`src/rtl/amp_bias_ctrl.sv`:
```
// Amplifier bias calibration controller: powers the amplifier, settles, averages
// four ADC amplitude samples and steps the bias trim DAC until the gain is in window.
module amp_bias_ctrl #(
   parameter int unsigned SETTLE_CYC = 64,
   parameter int unsigned ADC_W      = 12,
   parameter int unsigned TRIM_W     = 6,
   parameter int unsigned TRIM_INIT  = 32,
   parameter int unsigned GAIN_LO    = 1800,
   parameter int unsigned GAIN_HI    = 2200,
   parameter int unsigned MAX_STEPS  = 40
) (
   input  logic              clk,
   input  logic              rst_n,
   input  logic              start,
   input  logic              abort,
   output logic              adc_req,
   input  logic              adc_ack,
   input  logic [ADC_W-1:0]  adc_data,
   output logic              vcc_en,
   output logic [TRIM_W-1:0] bias_trim,
   output logic              busy,
   output logic              locked,
   output logic              fault
);

   localparam int unsigned ACC_W  = ADC_W + 2;
   localparam int unsigned SET_W  = (SETTLE_CYC > 1) ? $clog2(SETTLE_CYC) : 1;
   localparam int unsigned STEP_W = (MAX_STEPS > 0) ? $clog2(MAX_STEPS + 1) : 1;

   typedef enum logic [2:0] {
      ST_IDLE,
      ST_SETTLE,
      ST_MEAS,
      ST_EVAL,
      ST_LOCKED,
      ST_FAULT
   } state_e;

   state_e              state_q, state_d;
   logic [SET_W-1:0]    settle_cnt_q, settle_cnt_d;
   logic [STEP_W-1:0]   step_cnt_q, step_cnt_d;
   logic [1:0]          samp_idx_q, samp_idx_d;
   logic [ACC_W-1:0]    acc_q, acc_d;
   logic [TRIM_W-1:0]   trim_q, trim_d;
   logic                req_q, req_d;
   logic                vcc_q, vcc_d;
   logic                busy_q, busy_d;
   logic                locked_q, locked_d;
   logic                fault_q, fault_d;

   logic [ADC_W-1:0]    avg;
   logic                need_up;
   logic                need_dn;
   logic                cant_adjust;

   // Average of four samples and the trim decision taken in EVAL
   assign avg         = acc_q[ACC_W-1:2];
   assign need_up     = (avg < ADC_W'(GAIN_LO));
   assign need_dn     = (avg > ADC_W'(GAIN_HI));
   assign cant_adjust = (step_cnt_q == STEP_W'(MAX_STEPS)) ||
                        (need_up && (trim_q == '1)) ||
                        (need_dn && (trim_q == '0));

   always_ff @(posedge clk or negedge rst_n) begin
      if (!rst_n) begin
         state_q      <= ST_IDLE;
         settle_cnt_q <= '0;
         step_cnt_q   <= '0;
         samp_idx_q   <= '0;
         acc_q        <= '0;
         trim_q       <= TRIM_W'(TRIM_INIT);
         req_q        <= 1'b0;
         vcc_q        <= 1'b0;
         busy_q       <= 1'b0;
         locked_q     <= 1'b0;
         fault_q      <= 1'b0;
      end else begin
         state_q      <= state_d;
         settle_cnt_q <= settle_cnt_d;
         step_cnt_q   <= step_cnt_d;
         samp_idx_q   <= samp_idx_d;
         acc_q        <= acc_d;
         trim_q       <= trim_d;
         req_q        <= req_d;
         vcc_q        <= vcc_d;
         busy_q       <= busy_d;
         locked_q     <= locked_d;
         fault_q      <= fault_d;
      end
   end

   always_comb begin
      state_d      = state_q;
      settle_cnt_d = settle_cnt_q;
      step_cnt_d   = step_cnt_q;
      samp_idx_d   = samp_idx_q;
      acc_d        = acc_q;
      trim_d       = trim_q;
      req_d        = req_q;
      vcc_d        = vcc_q;
      busy_d       = busy_q;
      locked_d     = locked_q;
      fault_d      = fault_q;

      case (state_q)
         ST_IDLE, ST_LOCKED, ST_FAULT: begin
            if (start) begin
               state_d      = ST_SETTLE;
               vcc_d        = 1'b1;
               trim_d       = TRIM_W'(TRIM_INIT);
               step_cnt_d   = '0;
               settle_cnt_d = '0;
               locked_d     = 1'b0;
               fault_d      = 1'b0;
               busy_d       = 1'b1;
            end
         end
         ST_SETTLE: begin
            if (settle_cnt_q == SET_W'(SETTLE_CYC - 1)) begin
               state_d    = ST_MEAS;
               samp_idx_d = '0;
               acc_d      = '0;
               req_d      = 1'b1;
            end else begin
               settle_cnt_d = settle_cnt_q + SET_W'(1);
            end
         end
         ST_MEAS: begin
            // Request drops for one cycle after every accepted sample
            if (req_q) begin
               if (adc_ack) begin
                  acc_d      = acc_q + ACC_W'(adc_data);
                  samp_idx_d = samp_idx_q + 2'd1;
                  req_d      = 1'b0;
                  if (samp_idx_q == 2'd3) begin
                     state_d = ST_EVAL;
                  end
               end
            end else begin
               req_d = 1'b1;
            end
         end
         ST_EVAL: begin
            if (!need_up && !need_dn) begin
               state_d  = ST_LOCKED;
               locked_d = 1'b1;
               busy_d   = 1'b0;
            end else if (cant_adjust) begin
               state_d = ST_FAULT;
               fault_d = 1'b1;
               vcc_d   = 1'b0;
               busy_d  = 1'b0;
            end else begin
               state_d      = ST_SETTLE;
               trim_d       = need_up ? (trim_q + TRIM_W'(1)) : (trim_q - TRIM_W'(1));
               step_cnt_d   = step_cnt_q + STEP_W'(1);
               settle_cnt_d = '0;
            end
         end
         default: begin
            state_d = ST_IDLE;
         end
      endcase

      // Abort overrides everything above, including a same-cycle sample
      if (abort && (state_q != ST_IDLE)) begin
         state_d      = ST_IDLE;
         settle_cnt_d = settle_cnt_q;
         step_cnt_d   = step_cnt_q;
         samp_idx_d   = samp_idx_q;
         acc_d        = acc_q;
         trim_d       = trim_q;
         req_d        = 1'b0;
         vcc_d        = 1'b0;
         busy_d       = 1'b0;
         locked_d     = 1'b0;
         fault_d      = 1'b0;
      end
   end

   assign adc_req   = req_q;
   assign vcc_en    = vcc_q;
   assign bias_trim = trim_q;
   assign busy      = busy_q;
   assign locked    = locked_q;
   assign fault     = fault_q;

endmodule

```
`config.mk`:
```
export PLATFORM = sky130hd
export DESIGN_NAME = amp_bias_ctrl
export DESIGN_NICKNAME = d
export VERILOG_FILES = /design/src/rtl/amp_bias_ctrl.sv
export SDC_FILE = /design/constraint.sdc
export NUM_CORES = 1
export LEC_CHECK = 0
export BUFFER_PORTS_ARGS = -buffer_cell sky130_fd_sc_hd__buf_4
export CAP_MARGIN = 30
export CORE_ASPECT_RATIO = 0.9
export CORE_MARGIN = 10
export CORE_UTILIZATION = 35
export CTS_CLUSTER_DIAMETER = 60
export DETAILED_ROUTE_END_ITERATION = 16
export GPL_TIMING_DRIVEN = 0
export HOLD_SLACK_MARGIN = 0.1
export PLACE_DENSITY = 0.62
export RECOVER_POWER = 100
export SLEW_MARGIN = 20
export SYNTH_ARGS = -nofsm -noshare
export SYNTH_HDL_FRONTEND = slang
export SYNTH_SLANG_ARGS = --single-unit
```
`constraint.sdc`:
```
create_clock -name clk -period 3.33 [get_ports clk]
set_clock_uncertainty 0.15 [all_clocks]
set_input_delay 0.1665 -clock clk [delete_from_list [all_inputs] [get_ports clk]]
set_output_delay 0.1665 -clock clk [all_outputs]
set_load 0.005 [all_outputs]
```
==> metrics.cfg, run 1 <==
[cells_and_area]
fin_util_pct = 41.0
num-fill-cells = 820
synthToLayoutAreaGrowth_pct = 14.8
drive_above_1_share_pct = 13.6
nets = 383
antenna_cells = 0

[yosys]
ys_seq_elements = 42
syn_area_per_cell_um2 = 9.24
synth_cell_type_count = 60
syn_nets = 348
yosysTopAreaCellShare_pct = 35.9
synth_cells = 309
synthArstFlopShare_pct = 100
yosysTopAreaCell = dfrtp_1
yosysSeqAreaShare_pct = 36.9
synth_edf_count = 0
ys.warnings.count = 0
ys.flop_type = dfrtp_1
syn_area_mm2 = 0.00285
synth.area.top_cells = dfrtp_1, ha_1, o21ai_0, o31ai_1, nand2_1

[clock_network]
cts_buffer_depth = 2
clock_sinks = 42
clk-insertion-delay-late_ns = 0.30
htree_levels = 2
post-cts-setup-buffers = 0
clkTransAtPathRegs_ns = 0.08
tritoncts = yes
cts_root_buffer = clkbuf_8
post_cts_resized = 0
holdBufCountCts = 2
cts_made_buffers = 5

[sta]
fin_crit_ns = 2.99
slew_violations = 43
finalHoldViolCount = 0
finalSetupTns_ns = 0
tightestPinTransition_ns = 2.35
grt_setup_unrepaired = no
max_freq_mhz = 334
finalCritPeriodShare_pct = 89.8
setup_viol = 0
slew_headroom_pct = -56.4
whs_ns = 0.111

[detailed_routing]
drc = 0
ant_nets = 0
drtIter0Drc = 87
via_per_inst = 5.62
drt-total-wl_um = 7000
drt_first_pass_iters = 4
num_vias = 2496
wl_per_cell_um = 15.8

[pwr]
p_per_area_mw_per_mm2 = 788
finalPower_uw = 2580
ir_drop_mv = 0.286
p_leak_uw = 0.00150

[die]
dieArea_mm2 = 0.0122
die_y_um = 106
rows = 31
num_io_pins = 28
initial_utilization_pct = 35.7
die_w_um = 115
core_area_mm2 = 0.00799

[critical_path]
cpPeakStageDelay_ns = 0.56
startpoint_type = register
cp_slowest_cell = or4_1
critical_path_class = reg -> reg
crit_chain = or4_1 > o22ai_2 > inv_1 > ha_1 > a211oi_1 > o21bai_1 > a21oi_1 > xnor2_1 > nor2b_1 > o31ai_1
required_ns = 3.40
endpoint_kind = register
cp_max_fo = 6
r2r_slack_ns = 0.34
worstPathArrival_ns = 3.06

[global_routing]
grt_pass1_wl_um = 11900
grtUsageTotal_pct = 11.6
grt_pass1_vias = 2447
grt-ovfl-total = 0
antenna_found_initial = 0
grt_start_max_net_pins = 43

[outcome]
outcome = complete, but fails checks
violations = capacitance limit, slew limit

[place]
place_congestion = 0.835
hpwl_um = 5200
portBuffers = 26

[min_path]
worstHoldPathType = in -> reg

[flow_run]
cap_violations = 1

cells in the mapped netlist (6+ instances only):
| library cell | count |
|---|---|
| ha_1 | 20 |
| and3_1 | 6 |
| o21ai_0 | 30 |
| nor2_1 | 10 |
| a211oi_1 | 6 |
| o31ai_1 | 19 |
| nand3_1 | 10 |
| xor2_1 | 8 |
| a21oi_1 | 20 |
| clkbuf_1 | 6 |
| inv_1 | 11 |
| nand2_1 | 28 |
| dfrtp_1 | 41 |
| a21o_1 | 10 |
worst max-delay path, delay by kind of cell, from the launching register on:
| kind | cells | cell delay, ns |
|---|---|---|
| AND/OR/NAND/NOR | 2 | 0.70 |
| buffers and inverters | 1 | 0.16 |
| flip-flops | 1 | 0.45 |
| AO/OA/AOI/OAI | 5 | 1.04 |
| XOR/XNOR | 1 | 0.09 |
| adder cells (fa/ha/maj) | 1 | 0.31 |
logic make-up after synthesis:
| kind of cell | count (synthesis) | synth area share, % |
|---|---|---|
| AOI/OAI and AO/OA | 120 | 29.1 |
| and+or+nand+nor | 92 | 17.2 |
| DFF | 42 | 36.9 |
| adders and majority gates | 22 | 10.2 |
| buffers and inverters | 21 | 2.94 |
| xor gates and xnor gates | 12 | 3.68 |
where the power goes:
| group | switching [uW] | internal (uW) |
|---|---|---|
| logic | 784 | 568 |
| registers | 173 | 665 |
| clock network | 182 | 210 |
routing by layer:
layer | up-vias | share of wire (%) | track usage [%]
met5 | - | 0 | 0
met4 | 0 | 1.3 | 3.80
met3 | 6 | 3.3 | 1.98
met2 | 34 | 46 | 18.2
met1 | 1210 | 49 | 15.8
li1 | 1246 | - | -
layout by cell type (no fill, tap or decap), types with 5 or more instances in the layout:
cell type,instances
a211oi_1,6
a21o_1,10
a21oi_1,20
a31oi_1,5
and3_1,6
buf_4,15
clkbuf_1,10
clkbuf_4,8
clkbuf_8,8
dfrtp_1,41
ha_1,20
inv_1,11
nand2_1,28
nand3_1,10
nand4_1,5
nor2_1,10
o21ai_0,31
o31ai_1,19
xor2_1,8
area by class of cell:
class	count	area, um2	area share [%]
flip-flops and latches	42	1050	32.1
multi-input cells	246	1700	52.0
inverters	11	41.3	1.26
plain buffers	10	41.3	1.26
repair buffers	28	204	6.22
clock buffers	8	110	3.36
well taps	99	124	3.78
worst paths after layout:
kind,startpoint,to,cells past startpoint
setup / recovery,acc_q[13]$_DFFE_PN0P_,bias_trim[5]$_DFFE_PN1P_,10
hold / removal,adc_data[0],acc_q[0]$_DFFE_PN0P_,4
setup reg to reg,acc_q[13]$_DFFE_PN0P_,bias_trim[5]$_DFFE_PN1P_,10
hold reg to reg,vcc_en$_DFFE_PN0P_,vcc_en$_DFFE_PN0P_,1
max in group asynchronous,rst_n,settle_cnt_q[2]$_DFFE_PN0P_,2
min in group asynchronous,rst_n,acc_q[4]$_DFFE_PN0P_,2
flip-flops by register name, indices dropped and copies added (netlist names):
register,count
samp_idx_q,2
state_q,3
vcc_en,1
busy,1
bias_trim,6
fault,1
adc_req,1
acc_q,14
settle_cnt_q,6
step_cnt_q,6
locked,1
through the flow:
step | std cells | worst slack [ns] | instance area [um2]
finish | 444 | 0.340 | 3280
detailed placement | 434 | 0.352 | 3170
global placement | 434 | 0.385 | 3170
global route | 444 | 0.128 | 3280
floorplan | 309 | 0.617 | 2850
CTS | 444 | 0.330 | 3300
Note: power is estimated with default switching activity, not from simulation.
==> run 2, diff against run 1 <==
--- a/config.mk
+++ b/config.mk
@@ -5,6 +5,7 @@
 export SDC_FILE = /design/constraint.sdc
 export NUM_CORES = 1
 export LEC_CHECK = 0
+export ABC_AREA = 0
 export BUFFER_PORTS_ARGS = -buffer_cell sky130_fd_sc_hd__buf_4
 export CAP_MARGIN = 30
 export CORE_ASPECT_RATIO = 0.9
@@ -15,7 +16,8 @@
 export GPL_TIMING_DRIVEN = 0
 export HOLD_SLACK_MARGIN = 0.1
 export PLACE_DENSITY = 0.62
-export RECOVER_POWER = 100
+export RECOVER_POWER = 25
+export SETUP_SLACK_MARGIN = 0.3
 export SLEW_MARGIN = 20
 export SYNTH_ARGS = -nofsm -noshare
 export SYNTH_HDL_FRONTEND = slang
==> run 2 against run 1 <==
The flow now finishes without violations. Sequential cell count did not move. Total power is 3.7% higher. Sequential share of layout area fell by 0.53 points. Hold slack about the same. Final area grew 1.8%. Setup slack improved by 0.12 ns. Combinational power grew 7%. Final cell count up 0.45%. Sequential power increased by 1%. Register-to-register slack better by 0.12 ns. Critical path type unchanged. Critical endpoint unchanged. Largest cell class unchanged.
==> metrics.cfg, run 2 (synthesized netlist as in run 1, its figures left out) <==
[outcome]
outcome = completed

[clock_network]
htree_levels = 2  ; unchanged
clk-insertion-delay-late_ns = 0.30  ; about the same
cts_root_buffer = clkbuf_8
cts_made_buffers = 5  ; unchanged
tritoncts = yes
clock_sinks = 42  ; unchanged
clkTransAtPathRegs_ns = 0.08  ; about the same
cts_buffer_depth = 2  ; unchanged

[critical_path]
r2r_slack_ns = 0.46  ; +0.12 ns
crit_start = acc_q[13]$_DFFE_PN0P_
rr_startpoint = acc_q[13]$_DFFE_PN0P_
reg2reg_depth = 10  ; unchanged
reg2reg_to = bias_trim[5]$_DFFE_PN1P_
endpoint_kind = register
cp_max_fo = 6  ; unchanged
critical_path_class = reg -> reg
worstPathArrival_ns = 2.94  ; -0.12 ns
required_ns = 3.39  ; about the same
startpoint_type = register

[sta]
tightestPinTransition_ns = 0.598  ; -1.75 ns
finalSetupTns_ns = 0  ; unchanged
max_freq_mhz = 348  ; +4.1%
slew_violations = 0  ; -100%
fin_crit_ns = 2.87  ; -0.118 ns
finalCritPeriodShare_pct = 86.2  ; -3.5 points
finalHoldViolCount = 0  ; unchanged
setup_viol = 0  ; unchanged
whs_ns = 0.111  ; +0.000478 ns
grt_setup_unrepaired = no
slew_headroom_pct = 60.0  ; +120 points

[global_routing]
grt-ovfl-total = 0  ; unchanged
grt_pass1_wl_um = 11900  ; unchanged
grt_pass1_vias = 2447  ; unchanged
grtUsageTotal_pct = 11.6  ; unchanged
antenna_found_initial = 0  ; unchanged
grt_start_max_net_pins = 43  ; unchanged

[cells_and_area]
nets = 385  ; +0.52%
synthToLayoutAreaGrowth_pct = 16.9
layout_commonest_cell = dfrtp_1
drive_above_1_share_pct = 17.0  ; +3.4 points
fin_util_pct = 41.7  ; +0.74 points
regMostFlops = acc_q
fin_area_mm2 = 0.00334  ; +1.8%
mostFrequentLayoutCells = dfrtp_1, o21ai_0, nand2_1, buf_4
antenna_cells = 0  ; unchanged
largest_reg_flops = 14  ; unchanged

[detailed_routing]
drt_first_pass_iters = 4  ; unchanged
num_vias = 2490  ; -0.24%
drc = 0  ; unchanged
drtIter0Drc = 85  ; -2.3%
wl_per_cell_um = 15.8  ; about the same
ant_nets = 0  ; unchanged
via_per_inst = 5.58  ; -0.69%
drt-total-wl_um = 7040  ; +0.49%

[die]
core_area_mm2 = 0.00799  ; unchanged
die_w_um = 115  ; unchanged
num_io_pins = 28  ; unchanged
initial_utilization_pct = 35.7  ; unchanged
rows = 31  ; unchanged
die_y_um = 106  ; unchanged
dieArea_mm2 = 0.0122  ; unchanged

[place]
place_area_mm2 = 0.00317  ; unchanged
portBuffers = 26  ; unchanged
hpwl_um = 5200  ; unchanged
place_congestion = 0.835  ; unchanged

[min_path]
min_from = adc_data[0]
worstHoldPathType = in -> reg
min_path_cells = 4  ; unchanged
min_to = acc_q[0]$_DFFE_PN0P_

[pwr]
ir_drop_mv = 0.321  ; +12%
p_switching_uw = 1160  ; +2.3%
switching_share_pct = 43.5  ; -0.60 points
pwr-share-comb_pct = 53.8  ; +1.4 points
finalPower_uw = 2680  ; +3.7%
clock_power_share_pct = 14.6  ; -0.6 points
p_leak_uw = 0.00154  ; +2.2%
p_seq_share_pct = 31.6  ; -0.9 points
p_int_uw = 1510  ; +4.8%
p_per_area_mw_per_mm2 = 802  ; +1.9%

[flow_run]
cap_violations = 0  ; -1

==> run 2: worst max-delay path by stage <==
stage               depth (start not counted)                  endpoint
floorplan                                  10  bias_trim[5]$_DFFE_PN1P_
global placement                           10  bias_trim[5]$_DFFE_PN1P_
detailed placement                         10  bias_trim[5]$_DFFE_PN1P_
CTS                                        10  bias_trim[5]$_DFFE_PN1P_
global route                               10  bias_trim[5]$_DFFE_PN1P_
finish                                     10  bias_trim[5]$_DFFE_PN1P_
==> run 2: per-layer routing <==
metal  up-vias  part of all wire, %  track usage [%]
met5         -                    0                0
met4         0                  1.2             3.80
met3         6                  3.0             1.98
met2        33                   46             18.2
met1      1197                   50             15.8
li1       1254                    -                -
==> run 2: power groups by stage <==
stage / combinational [uW] / clock, uW / sequential [uW]
CTS: 1380 / 400 / 842
detailed placement: 1380 / 0 / 850
floorplan: 1010 / 0 / 803
finish: 1440 / 390 / 846
global placement: 1350 / 0 / 845
global route: 1630 / 416 / 877
==> run 2: timing repair <==
item                                    4_1_cts  5_1_grt
endpoints found under the setup margin        0        1
gates resized for setup                       0        4
hold endpoints to repair                     43        0
setup buffers                                 0        2
hold buffers                                  2        0
==> run 2: through the flow <==
stage | cells | setup slack [ns]
final | 446 | 0.458
after CTS | 444 | 0.330
after floorplan | 309 | 0.617
after global placement | 434 | 0.385
after global routing | 446 | 0.316
after detailed placement | 434 | 0.352
==> run 2: layout make-up <==
| type | count | area (um2) |
|---|---|---|
| Buffer | 10 | 42.5 |
| Clock buffer | 8 | 110 |
| Inverter | 11 | 41.3 |
| Tap cell | 99 | 124 |
| Timing Repair Buffer | 30 | 230 |
| Fill cell | 807 | 4650 |
| Sequential cell | 42 | 1050 |
| Multi-Input combinational cell | 246 | 1730 |
==> run 2: critical path, stage by stage, from the launching register on <==
cell      delay, ns
dfrtp_2        0.46
or4_4          0.56
o22ai_4        0.19
inv_1          0.13
ha_1           0.32
a211oi_2       0.25
o21bai_1       0.11
a21oi_1        0.18
xnor2_1        0.09
nor2b_1        0.13
o31ai_1        0.20
==> run 3, diff against run 2 <==
--- a/config.mk
+++ b/config.mk
@@ -10,12 +10,12 @@
 export CAP_MARGIN = 30
 export CORE_ASPECT_RATIO = 0.9
 export CORE_MARGIN = 10
-export CORE_UTILIZATION = 35
+export CORE_UTILIZATION = 59
 export CTS_CLUSTER_DIAMETER = 60
 export DETAILED_ROUTE_END_ITERATION = 16
-export GPL_TIMING_DRIVEN = 0
+export GPL_TIMING_DRIVEN = 1
 export HOLD_SLACK_MARGIN = 0.1
-export PLACE_DENSITY = 0.62
+export PLACE_DENSITY = 0.9
 export RECOVER_POWER = 25
 export SETUP_SLACK_MARGIN = 0.3
 export SLEW_MARGIN = 20
==> run 3 against run 2 <==
Combinational power about the same. Critical endpoint unchanged. Largest cell class unchanged. Setup slack improved by 0.014 ns. Highest routed layer unchanged. Count of clock-buffer cells in the layout decreased by 2. Non-clock buffer count decreased by 5.
==> metrics.cfg, run 3 (synthesized netlist as in run 1, its figures left out) <==
[clock_network]
cts_buffer_depth = 2  ; unchanged
cts_made_buffers = 5  ; unchanged
clock_sinks = 42  ; unchanged
cts_root_buffer = clkbuf_8
htree_levels = 2  ; unchanged
clk-insertion-delay-late_ns = 0.31  ; about the same
tritoncts = yes
clkTransAtPathRegs_ns = 0.09  ; about the same

[cells_and_area]
fin_area_mm2 = 0.00328  ; -1.8%
layout_commonest_cell = dfrtp_1
num-fill-cells = 344  ; -57%
mostFrequentLayoutCells = dfrtp_1, buf_4, o21ai_0, nand2_1
largest_reg_flops = 14  ; unchanged
nets = 380  ; -1.3%
antenna_cells = 0  ; unchanged
synthToLayoutAreaGrowth_pct = 14.8
seq_area_mm2 = 0.00105  ; unchanged
fin_cells = 404  ; -9.4%
regMostFlops = acc_q
drive_above_1_share_pct = 17.8  ; +0.83 points
multiInputGateArea_mm2 = 0.00174  ; +0.22%

[global_routing]
grtUsageMet3_pct = 4.01  ; +2.0 points
met1_usage_pct = 23.0  ; +7.2 points
grt-ovfl-total = 0  ; unchanged
grt_pass1_vias = 2439  ; -0.33%
antenna_found_initial = 0  ; unchanged
grt_start_max_net_pins = 43  ; unchanged
grt_pass1_wl_um = 11600  ; -2.1%
groute.layer.met2.usage_pct = 27.7  ; +9.6 points
grtUsageTotal_pct = 17.4  ; +5.8 points
busiest_layer = met2

[pwr]
p_int_uw = 1480  ; -2.4%
switching_share_pct = 44.7  ; +1.2 points
p_leak_uw = 0.00152  ; -0.71%
finalPower_uw = 2670  ; -0.24%
clock_power_share_pct = 13.2  ; -1.4 points
ir_drop_mv = 0.616  ; +92%
p_seq_share_pct = 32.2  ; +0.6 points
p_switching_uw = 1190  ; +2.5%
pwr-share-comb_pct = 54.5  ; +0.7 points
p_per_area_mw_per_mm2 = 815  ; +1.6%

[critical_path]
required_ns = 3.39  ; about the same
endpoint_kind = register
cp_max_fo = 6  ; unchanged
critical_path_class = reg -> reg
cp_slowest_cell = or4_4
critPathBufInv = 1  ; unchanged
crit_chain = or4_4 > o22ai_4 > inv_2 > ha_1 > a211oi_2 > o21bai_1 > a21oi_1 > xnor2_1 > nor2b_1 > o31ai_1
crit_start = acc_q[13]$_DFFE_PN0P_
worstPathArrival_ns = 2.92  ; -0.02 ns
startpoint_type = register
critPathTopFamily = compound AO/OA/AOI/OAI gates
rr_startpoint = acc_q[13]$_DFFE_PN0P_
cpPeakStageDelay_ns = 0.56  ; about the same

[sta]
tightestPinTransition_ns = 0.610  ; +0.0126 ns
slew_violations = 0  ; unchanged
finalCritPeriodShare_pct = 85.8  ; -0.42 points
setup_viol = 0  ; unchanged
setup_slack_ns = 0.472  ; +0.0138 ns
grt_setup_unrepaired = no
max_freq_mhz = 350  ; +0.48%
finalSetupTns_ns = 0  ; unchanged
finalHoldViolCount = 0  ; unchanged
fin_crit_ns = 2.86  ; -0.0138 ns
slew_headroom_pct = 59.1  ; -0.84 points

[place]
dp.cells = 391  ; -9.9%
hpwl_um = 5050  ; -2.9%
place_ws_ns = 0.381  ; +0.0294 ns
portBuffers = 27  ; +3.8%
place_area_mm2 = 0.00312  ; -1.7%
place_congestion = 0.929  ; +11%

[detailed_routing]
via_per_inst = 6.39  ; +15%
drtIter0Drc = 159  ; +87%
wl_per_cell_um = 17.2  ; +8.8%
drc = 0  ; unchanged
drt-total-wl_um = 6940  ; -1.4%
drt_first_pass_iters = 4  ; unchanged
num_vias = 2583  ; +3.7%
ant_nets = 0  ; unchanged

[die]
die_y_um = 86.0  ; -19%
num_io_pins = 28  ; unchanged
dieArea_mm2 = 0.00802  ; -34%
die_w_um = 93.3  ; -19%
core_area_mm2 = 0.00458  ; -43%
rows = 23  ; -26%
initial_utilization_pct = 62.4  ; +27 points

[min_path]
worstHoldPathType = in -> reg
min_from = adc_data[0]

[outcome]
outcome = completed

[flow_run]
cap_violations = 0  ; unchanged

-- run 3: cell type report --
| cell class | instances | share of cell area [%] |
|---|---|---|
| clock buffer | 6 | 2.52 |
| clock inverter | 2 | 0.382 |
| inverter | 11 | 1.26 |
| multi-input combinational | 246 | 53.1 |
| sequential | 42 | 32.2 |
| tap | 62 | 2.37 |
| timing repair buffer | 35 | 8.25 |
-- run 3: path summary, 6_finish.rpt --
kind                       slack [ns]  cells after the start                       end
setup reg to reg                 0.47                     10  bias_trim[5]$_DFFE_PN1P_
max in group asynchronous        2.40                      2     acc_q[13]$_DFFE_PN0P_
setup / recovery                 0.47                     10  bias_trim[5]$_DFFE_PN1P_
hold / removal                   0.12                      4      acc_q[0]$_DFFE_PN0P_
hold reg to reg                  0.35                      1        vcc_en$_DFFE_PN0P_
min in group asynchronous        0.22                      2      acc_q[1]$_DFFE_PN0P_
-- run 3: per-stage QoR --
step / util, % / hold slack, ns
after floorplan: - / -0.279
after global placement: 68.1 / 0.0366
after detailed placement: 68.1 / 0.0406
after CTS: 70.9 / 0.138
after global routing: 71.6 / 0.153
final: 71.6 / 0.123
-- run 3: timing repair --
| action | CTS | global route |
|---|---|---|
| endpoints found under the hold margin | 44 | 0 |
| setup buffers | 0 | 2 |
| gates resized for setup | 0 | 6 |
| setup endpoints to repair | 0 | 1 |
| hold buffers | 3 | 0 |
-- run 3: worst min-delay path: cells and delay by family --
kind / cells / cell delay [ns]
buf+inv: 1 / 0.08
fa+ha+maj: 1 / 0.12
compound gates: 1 / 0.13
simple gates: 1 / 0.05
-- run 3: power groups by stage --
stage	registers (uW)	logic [uW]	clock network (uW)
6_report	861	1460	353
5_1_grt	887	1620	387
4_1_cts	849	1380	357
2_1_floorplan	803	1010	0
3_3_place_gp	846	1300	0
3_5_place_dp	857	1350	0
-- run 3: routing by layer --
layer	vias up	part of all wire (%)
met5	-	0
met4	0	1.3
met3	7	6.8
met2	84	48
met1	1249	44
li1	1243	-
